[src/rtl/pixel_binner.sv]
// Averages non-overlapping BIN_X x BIN_Y blocks of a row-major pixel stream and
// emits the reduced frame on an AXI-Stream master with tlast and a frame_done pulse.
module pixel_binner #(
    parameter int PIXEL_BIT_WIDTH = 10,
    parameter int IN_ROWS         = 20,
    parameter int IN_COLS         = 20,
    parameter int OUT_ROWS        = 10,
    parameter int OUT_COLS        = 10
) (
    input  logic                         clk,
    input  logic                         reset,
    input  logic                         s_axis_tvalid,
    output logic                         s_axis_tready,
    input  logic [PIXEL_BIT_WIDTH-1:0]   s_axis_tdata,
    input  logic [$clog2(IN_COLS)-1:0]   s_cnt_col,
    input  logic [$clog2(IN_ROWS)-1:0]   s_cnt_row,
    output logic                         m_axis_tvalid,
    input  logic                         m_axis_tready,
    output logic [PIXEL_BIT_WIDTH-1:0]   m_axis_tdata,
    output logic                         m_axis_tlast,
    output logic                         frame_done
);
    localparam int BIN_X   = IN_COLS / OUT_COLS;
    localparam int BIN_Y   = IN_ROWS / OUT_ROWS;
    localparam int LOG_BX  = $clog2(BIN_X);
    localparam int LOG_BY  = $clog2(BIN_Y);
    localparam int LOG_BIN = LOG_BX + LOG_BY;
    localparam int SUM_W   = PIXEL_BIT_WIDTH + LOG_BIN;
    localparam int COL_W   = $clog2(IN_COLS);
    localparam int ROW_W   = $clog2(IN_ROWS);
    localparam int OC_W    = (OUT_COLS > 1) ? $clog2(OUT_COLS) : 1;
    localparam int OR_W    = (OUT_ROWS > 1) ? $clog2(OUT_ROWS) : 1;

    typedef enum logic {IDLE, ACTIVE} state_t;

    state_t             state, state_nxt;
    logic               frame_done_nxt;
    logic [SUM_W-1:0]   h_acc;
    logic [SUM_W-1:0]   line [OUT_COLS];

    logic               accept, out_hs;
    logic [COL_W-1:0]   bx;
    logic [ROW_W-1:0]   by;
    logic [OC_W-1:0]    oc;
    logic [OR_W-1:0]    orow;
    logic               col_end, row_first, row_last;
    logic [SUM_W-1:0]   psum, line_sum, bin_sum;

    // Truncating average: the bin area is a power of two, so divide is a shift.
    function automatic logic [PIXEL_BIT_WIDTH-1:0] bin_avg(input logic [SUM_W-1:0] sum);
        return PIXEL_BIT_WIDTH'(sum >> LOG_BIN);
    endfunction

    assign s_axis_tready = !m_axis_tvalid || m_axis_tready;
    assign accept        = s_axis_tvalid && s_axis_tready;
    assign out_hs        = m_axis_tvalid && m_axis_tready;

    assign bx        = s_cnt_col & COL_W'(BIN_X - 1);
    assign by        = s_cnt_row & ROW_W'(BIN_Y - 1);
    assign oc        = OC_W'(s_cnt_col >> LOG_BX);
    assign orow      = OR_W'(s_cnt_row >> LOG_BY);
    assign col_end   = (bx == COL_W'(BIN_X - 1));
    assign row_first = (by == '0);
    assign row_last  = (by == ROW_W'(BIN_Y - 1));

    assign psum     = h_acc + SUM_W'(s_axis_tdata);
    assign line_sum = line[oc] + psum;
    // With a single-row bin the line entry is never written, so use psum alone.
    assign bin_sum  = row_first ? psum : line_sum;

    // Accumulation and output register stage
    always_ff @(posedge clk) begin
        if (reset) begin
            m_axis_tvalid <= 1'b0;
            m_axis_tdata  <= '0;
            m_axis_tlast  <= 1'b0;
            h_acc         <= '0;
            for (int i = 0; i < OUT_COLS; i++) line[i] <= '0;
        end else begin
            if (out_hs) m_axis_tvalid <= 1'b0;
            if (accept) begin
                if (!col_end) begin
                    h_acc <= psum;
                end else begin
                    h_acc <= '0;
                    if (row_last) begin
                        m_axis_tdata  <= bin_avg(bin_sum);
                        m_axis_tvalid <= 1'b1;
                        m_axis_tlast  <= (orow == OR_W'(OUT_ROWS - 1)) &&
                                         (oc == OC_W'(OUT_COLS - 1));
                    end else if (row_first) begin
                        line[oc] <= psum;
                    end else begin
                        line[oc] <= line_sum;
                    end
                end
            end
        end
    end

    // Frame tracking stage
    always_ff @(posedge clk) begin
        if (reset) begin
            state      <= IDLE;
            frame_done <= 1'b0;
        end else begin
            state      <= state_nxt;
            frame_done <= frame_done_nxt;
        end
    end

    always_comb begin
        state_nxt      = state;
        frame_done_nxt = out_hs && m_axis_tlast;
        case (state)
            IDLE:    if (accept) state_nxt = ACTIVE;
            ACTIVE:  if (out_hs && m_axis_tlast) state_nxt = IDLE;
            default: state_nxt = IDLE;
        endcase
    end
endmodule

[config.mk]
export PLATFORM = sky130hd
export DESIGN_NAME = pixel_binner
export DESIGN_NICKNAME = d
export VERILOG_FILES = /design/src/rtl/pixel_binner.sv
export SDC_FILE = /design/constraint.sdc
export NUM_CORES = 1
export LEC_CHECK = 0
export BUFFER_PORTS_ARGS = -buffer_cell sky130_fd_sc_hd__buf_2
export CELL_PAD_IN_SITES_DETAIL_PLACEMENT = 0
export CELL_PAD_IN_SITES_GLOBAL_PLACEMENT = 2
export CORE_UTILIZATION = 44
export DETAILED_ROUTE_END_ITERATION = 10
export PLACE_DENSITY_LB_ADDON = 0.05
export SYNTH_ARGS = -nofsm -noshare
export SYNTH_HDL_FRONTEND = slang
export SYNTH_SLANG_ARGS = --single-unit
[constraint.sdc]
create_clock -name clk -period 5.4 [get_ports clk]
set_input_delay 0.81 -clock clk [delete_from_list [all_inputs] [get_ports clk]]
set_output_delay 0.81 -clock clk [all_outputs]
set_load 0.005 [all_outputs]
==> impl_metrics.tcl, run 1 <==
set metrics [dict create \
    drive_above_1_share 0.171 \
    ff2ff_setup_slack_ns 1.84 \
    peakVddDrop_mv 0.335 \
    timing.rr.end "m_axis_tdata[9]" \
    dieArea_um2 23000 \
    critPathMaxFanout 25 \
    worstSetupStartpointType "input port" \
    hold_viol 0 \
    finClkSkew_ns 0.0151 \
    fin_crit_ns 3.96 \
    cts_max_path_buffers 3 \
    initial_core_util 0.451 \
    regToRegStartpoint "h_acc[0]" \
    cts.sinks 217 \
    max_cap_viol_count 0 \
    cts_root_buf "clkbuf_16" \
    grt_pass1_wl_mm 39.3 \
    drt_iter0_markers 497 \
    power_density_nw_per_um2 347 \
    fin_ws_ns 1.44 \
    dr.pass1.iters 7 \
    ff2ff_path_depth 13 \
    cts_buffers 24 \
    hold_path.startpoint "m_axis_tdata[0]" \
    pre_cts_slack_ns 1.00 \
    finalSetupViolations 0 \
    chipHeight_um 152 \
    io_pins 38 \
    drtAntennaViolNets 0 \
    wl_per_cell_um 24.6 \
    cts_htree_levels 1 \
    drc 0 \
    synth_area_um2 9870 \
    slowest_stage "nor2b_1" \
    die_w_um 152 \
    fin_crit_sh 0.733 \
    max_freq_ghz 0.253 \
    hp-class "flop to flop" \
    synth_top_area_frac 0.584 \
    leakage_nw 4.00 \
    synth_area_leaders "edfxtp_1, mux4_2, nor2_1" \
    synthArstFlopShare 0 \
    via_per_inst 5.85 \
    cts_resized 0 \
    yosysUniqueCellTypes 58 \
    design_power_total_mw 3.88 \
    antenna_found_initial 1 \
    whs_ns 0.455 \
    ys_ff_latch 217 \
    synth_top_area_cell "edfxtp_1" \
    num_vias 6322 \
    drv_slew 0 \
    path_clk_slew_ns 0.06 \
    tightest_slew_ns 0.775 \
    layout_common_cells "edfxtp_1, nor2_1, nand2_1" \
    rows 54 \
    ys_seq_area_frac 0.635 \
    num-fill-cells 1880 \
    final_common_cell "edfxtp_1" \
    rsz0062_at_grt "no" \
    critPathArrivalTime_ns 4.39 \
    port_buffers 37 \
    min_to "m_axis_tdata[0]" \
    grt_max_degree 32 \
    synth_edf_count 192 \
    endpoint_kind "flop" \
    coreArea_um2 21900 \
    criticalPathCategory "input port to flop" \
    fin_cells 1081 \
    crit_chain "buf_2 > nor2b_1 > a221oi_1 > a22oi_1 > nand2_1 > ha_1 > and3_1 > a221oi_4 > a211oi_1 > o21ai_1 > o21ai_1 > xnor2_1 > a211oi_1" \
    fin_setup_tns_ns 0 \
    yosysWarnings 0 \
    postCtsHoldBufs 0 \
    grt_pass1_vias 5988 \
    synth_nets 779 \
    clock_latency_ns 0.53 \
    hpwl_mm 18.3 \
    gr-total-overflow 0 \
    post_cts_buffers 0 \
    synthCells 736 \
    wirelength_mm 26.6 \
    area_growth_pct 13.4 \
    worstPathRequired_ns 5.83 \
    post_synth.cell_area_avg_um2 13.4 \
    dominantRegCellSynth "edfxtp_1" \
    slowest_delay_ns 0.57 \
    cts_tree "yes" \
    dp.cells 1038 \
    grt_usage 0.241 \
    holdPathStages 2 \
    slew_headroom 0.482 \
    outcome "complete, no violations" \
    gp_congestion 0.840 \
    fin_nets 827 \
]
==> sequential cells by signal, summed over array words and instances, names as in the netlist <==
register	flops
frame_done	1
h_acc	12
line	192
m_axis_tdata	10
m_axis_tlast	1
m_axis_tvalid	1
==> where the power goes <==
group | internal, mW | leakage (nW) | switching [mW]
clock network | 0.929 | 0.364 | 0.639
registers | 1.86 | 2.08 | 0.0149
logic | 0.166 | 1.56 | 0.271
==> synth_stat cells, types with 4 or more instances <==
library cell  number
o21ai_0            7
edfxtp_1         192
buf_2              9
nand2_1           49
o221ai_1          14
o22ai_1           10
o211ai_1           4
mux2i_1           36
buf_1              4
dfxtp_1           25
a211oi_1           7
xor2_1             7
xnor2_1           11
mux4_2            31
nor3_1             5
a221oi_1           5
inv_1             20
a21oi_1           30
nand3_1           10
clkbuf_1          23
ha_1              18
nand2b_1           6
nor2_1           150
a22oi_1           11
==> cell type report <==
cell class                      count  area, um2  share of cell area
Antenna cell                        1       2.50            0.000224
Clock buffer                       33        644              0.0576
Clock inverter                      9        106             0.00950
Inverter                           20       75.1             0.00671
Multi-Input combinational cell    460       3370               0.301
Sequential cell                   217       6270               0.560
Tap cell                          280        350              0.0313
Timing Repair Buffer               61        380              0.0340
==> worst max path at each step <==
stage / from / endpoint / slack, ns
4_1_cts: s_cnt_col[2] / m_axis_tdata[8] / 1.53
2_1_floorplan: s_cnt_col[1] / m_axis_tdata[8] / 1.17
5_1_grt: s_cnt_col[2] / m_axis_tdata[8] / 1.25
3_5_place_dp: s_cnt_col[2] / m_axis_tdata[8] / 1.00
3_3_place_gp: s_cnt_col[2] / m_axis_tdata[8] / 1.02
6_report: s_cnt_col[2] / m_axis_tdata[8] / 1.44
==> cell families (layout without fill, tap and decap cells) <==
logic type | Yosys count | after routing | synth area share
muxes | 69 | 69 | 0.110
adders and majority gates | 19 | 19 | 0.0248
other | 0 | 1 | 0
and+or+nand+nor | 238 | 238 | 0.0994
buffers and inverters | 59 | 123 | 0.0255
xor gates and xnor gates | 19 | 19 | 0.0176
DFF | 217 | 217 | 0.635
AOI/OAI and AO/OA | 115 | 115 | 0.0884
==> routing by layer <==
metal / GRT usage / wire [um]
met1: 0.336 / 11700
met4: 0.0698 / 687
met5: 0 / 0
met2: 0.388 / 12700
met3: 0.0395 / 1490
==> worst max-delay path: cells and delay by family <==
family | cells | cell delay, ns
AO/OA/AOI/OAI | 7 | 1.60
XOR/XNOR | 1 | 0.13
adder cells (fa/ha/maj) | 1 | 0.38
buffers and inverters | 1 | 0.53
AND/OR/NAND/NOR | 3 | 0.92
==> metrics by stage <==
stage | util | area, um2
after floorplan | - | 9870
after global placement | 0.477 | 10400
after detailed placement | 0.477 | 10400
after CTS | 0.511 | 11200
after global routing | 0.511 | 11200
final | 0.511 | 11200
No activity file was read; power rests on OpenSTA's default activity.
==> run 2, diff against run 1 <==
--- a/config.mk
+++ b/config.mk
@@ -5,10 +5,11 @@
 export SDC_FILE = /design/constraint.sdc
 export NUM_CORES = 1
 export LEC_CHECK = 0
+export ABC_AREA = 1
 export BUFFER_PORTS_ARGS = -buffer_cell sky130_fd_sc_hd__buf_2
 export CELL_PAD_IN_SITES_DETAIL_PLACEMENT = 0
 export CELL_PAD_IN_SITES_GLOBAL_PLACEMENT = 2
-export CORE_UTILIZATION = 44
+export CORE_UTILIZATION = 40
 export DETAILED_ROUTE_END_ITERATION = 10
 export PLACE_DENSITY_LB_ADDON = 0.05
 export SYNTH_ARGS = -nofsm -noshare
==> constraint.sdc (replaced) <==
create_clock -name clk -period 4.1 [get_ports clk]
set_input_delay 0.615 -clock clk [delete_from_list [all_inputs] [get_ports clk]]
set_output_delay 0.615 -clock clk [all_outputs]
set_load 0.005 [all_outputs]
==> run 2 against run 1 <==
  * Synthesized area grew 7.1%
  * Total power grew 39%
  * Critical path depth grew 2
  * Clock skew shrank 0.00053 ns
  * Sequential power grew 31%
  * Largest cell class unchanged
==> impl_metrics.tcl, run 2 <==
set metrics [dict create \
    synth_nets 1194 \
    post_synth.cell_area_avg_um2 9.18 \
    max_freq_ghz 0.316 \
    hold_viol 0 \
    cts_buffers 25 \
    cts_tree "yes" \
    path_clk_slew_ns 0.06 \
    worstSetupStartpointType "flop" \
    design_power_total_mw 5.40 \
    dominantRegCellSynth "edfxtp_1" \
    yosysWarnings 0 \
    p_switching_mw 1.38 \
    fin_crit_sh 0.772 \
    wl_per_cell_um 20.0 \
    tightest_slew_ns 0.952 \
    rows 59 \
    criticalPathCategory "flop to flop" \
    yosys.cell_count.top_type "nand2_1" \
    worstPathRequired_ns 4.52 \
    dr.pass1.iters 5 \
    largest-register "line" \
    ff2ff_setup_slack_ns 0.93 \
    drtAntennaViolNets 0 \
    pwr-share-comb 0.117 \
    synth_mux_area_frac 0 \
    fin_setup_tns_ns 0 \
    clock_latency_ns 0.55 \
    p_sw_frac 0.255 \
    synth_edf_count 192 \
    hpwl_mm 21.7 \
    yosysUniqueCellTypes 45 \
    met2WireLength_mm 13.8 \
    dr_wl_met3_mm 1.36 \
    post_cts_buffers 0 \
    cts_root_buf "clkbuf_16" \
    drv_slew 0 \
    initial_core_util 0.407 \
    num_vias 8004 \
    grt_pass1_vias 7519 \
    outcome "complete, no violations" \
    rsz0062_at_grt "no" \
    endpoint_kind "flop" \
    grt_pass1_wl_mm 47.1 \
    synth-xor-area-share 0.00580 \
    layout_common_cells "nand2_1, nor2_1, edfxtp_1" \
    drive_above_1_share 0.122 \
    leakage_nw 5.02 \
    synthSimpleGateAreaFrac 0.244 \
    seqPwrFrac 0.458 \
    critPathArrivalTime_ns 3.59 \
    drt_iter0_markers 610 \
    finClkSkew_ns 0.0145 \
    cts_resized 0 \
    power_frac_clock 0.425 \
    synthCells 1151 \
    io_pins 38 \
    yosys.area_share.adder 0.0232 \
    postLayoutCoreUtil 0.470 \
    synth_top_area_cell "edfxtp_1" \
    antenna_found_initial 0 \
    hp-class "input port to flop" \
    ys_ff_latch 217 \
    peakVddDrop_mv 0.314 \
    synth_area_um2 10600 \
    top_layer "met4" \
    gr-total-overflow 0 \
    port_buffers 37 \
    largest_reg_flops 192 \
    grt_usage 0.239 \
    slew_headroom 0.363 \
    via_per_inst 5.08 \
    top_regs "line (192), h_acc (12), m_axis_tdata (10)" \
    num-fill-cells 2527 \
    power_density_nw_per_um2 442 \
    synth-compound-area-share 0.0657 \
    drt-met1-wl_mm 15.8 \
    postCtsHoldBufs 0 \
    diodes 0 \
    ys_seq_area_frac 0.593 \
    cts_max_path_buffers 3 \
    wirelength_mm 31.5 \
    synth_area_leaders "edfxtp_1, nand2_1, nor2_1" \
    drc 0 \
    gp_congestion 0.836 \
    synthArstFlopShare 0 \
    cts_htree_levels 1 \
    grt_max_degree 44 \
    die_w_um 165 \
    critPathMaxFanout 4 \
    synth_top_area_frac 0.546 \
    max_cap_viol_count 0 \
    area_growth_pct 15.5 \
    final_common_cell "nand2_1" \
    finalSetupViolations 0 \
    synth_commonest_cells "nand2_1, nor2_1, edfxtp_1" \
    dieArea_um2 27100 \
    synth_top_family_by_area "simple AND/OR/NAND/NOR gates" \
    whs_ns 0.329 \
    chipHeight_um 165 \
    cts.sinks 217 \
    fin_crit_ns 3.17 \
    internal_power_mw 4.02 \
    fin_nets 1266 \
    coreArea_um2 26000 \
]
[run 2: metrics by stage]
stage | std cells | area, um2 | setup WS (ns)
finish | 1576 | 12200 | 0.933
floorplan | 1151 | 10600 | 0.978
CTS | 1576 | 12200 | 0.994
global placement | 1531 | 11400 | 0.558
global route | 1576 | 12200 | 0.539
detailed placement | 1531 | 11400 | 0.570
[run 2: power groups by stage]
stage	clock network, mW	logic (mW)	registers (mW)
detailed placement	0	0.632	2.52
finish	2.29	0.634	2.47
global placement	0	0.636	2.52
floorplan	0	0.411	2.51
CTS	2.33	0.634	2.47
global route	2.42	0.705	2.47
[run 2: path summary, 6_finish.rpt]
kind | start | to | depth (start not counted)
max | h_acc[0] | m_axis_tdata[5] | 15
min | m_axis_tready | frame_done | 3
max reg2reg | h_acc[0] | m_axis_tdata[5] | 15
min reg2reg | m_axis_tlast | frame_done | 2
[run 2: worst max-delay path, stage by stage (launching register included)]
cell	delay, ns
dfxtp_1	0.31
ha_1	0.22
fa_1	0.45
a31oi_1	0.27
o21ai_0	0.22
xnor2_1	0.28
inv_1	0.11
ha_1	0.36
a21oi_1	0.26
nand2_1	0.09
inv_1	0.07
nand2_1	0.06
nand2_1	0.06
nand3_1	0.09
o211ai_1	0.13
inv_1	0.06
[run 2: layout make-up]
cell class / count / area [um2] / share of cell area
clock inverter: 15 / 185 / 0.0152
multi-input combinational: 767 / 3580 / 0.294
sequential: 217 / 6270 / 0.513
timing repair buffer: 98 / 683 / 0.0559
tap: 335 / 419 / 0.0343
inverter: 114 / 428 / 0.0350
clock buffer: 30 / 644 / 0.0528
[run 2: cell families after synthesis]
kind of cell,Yosys count
fa+ha+maj,19
compound gates,117
xor+xnor,7
buf+inv,167
flops,217
simple gates,624
[run 2: layer usage]
| metal | global-route usage | vias to the layer above |
|---|---|---|
| li1 | - | 3982 |
| met1 | 0.361 | 3804 |
| met2 | 0.364 | 188 |
| met3 | 0.0279 | 30 |
| met4 | 0.0588 | 0 |
| met5 | 0 | - |
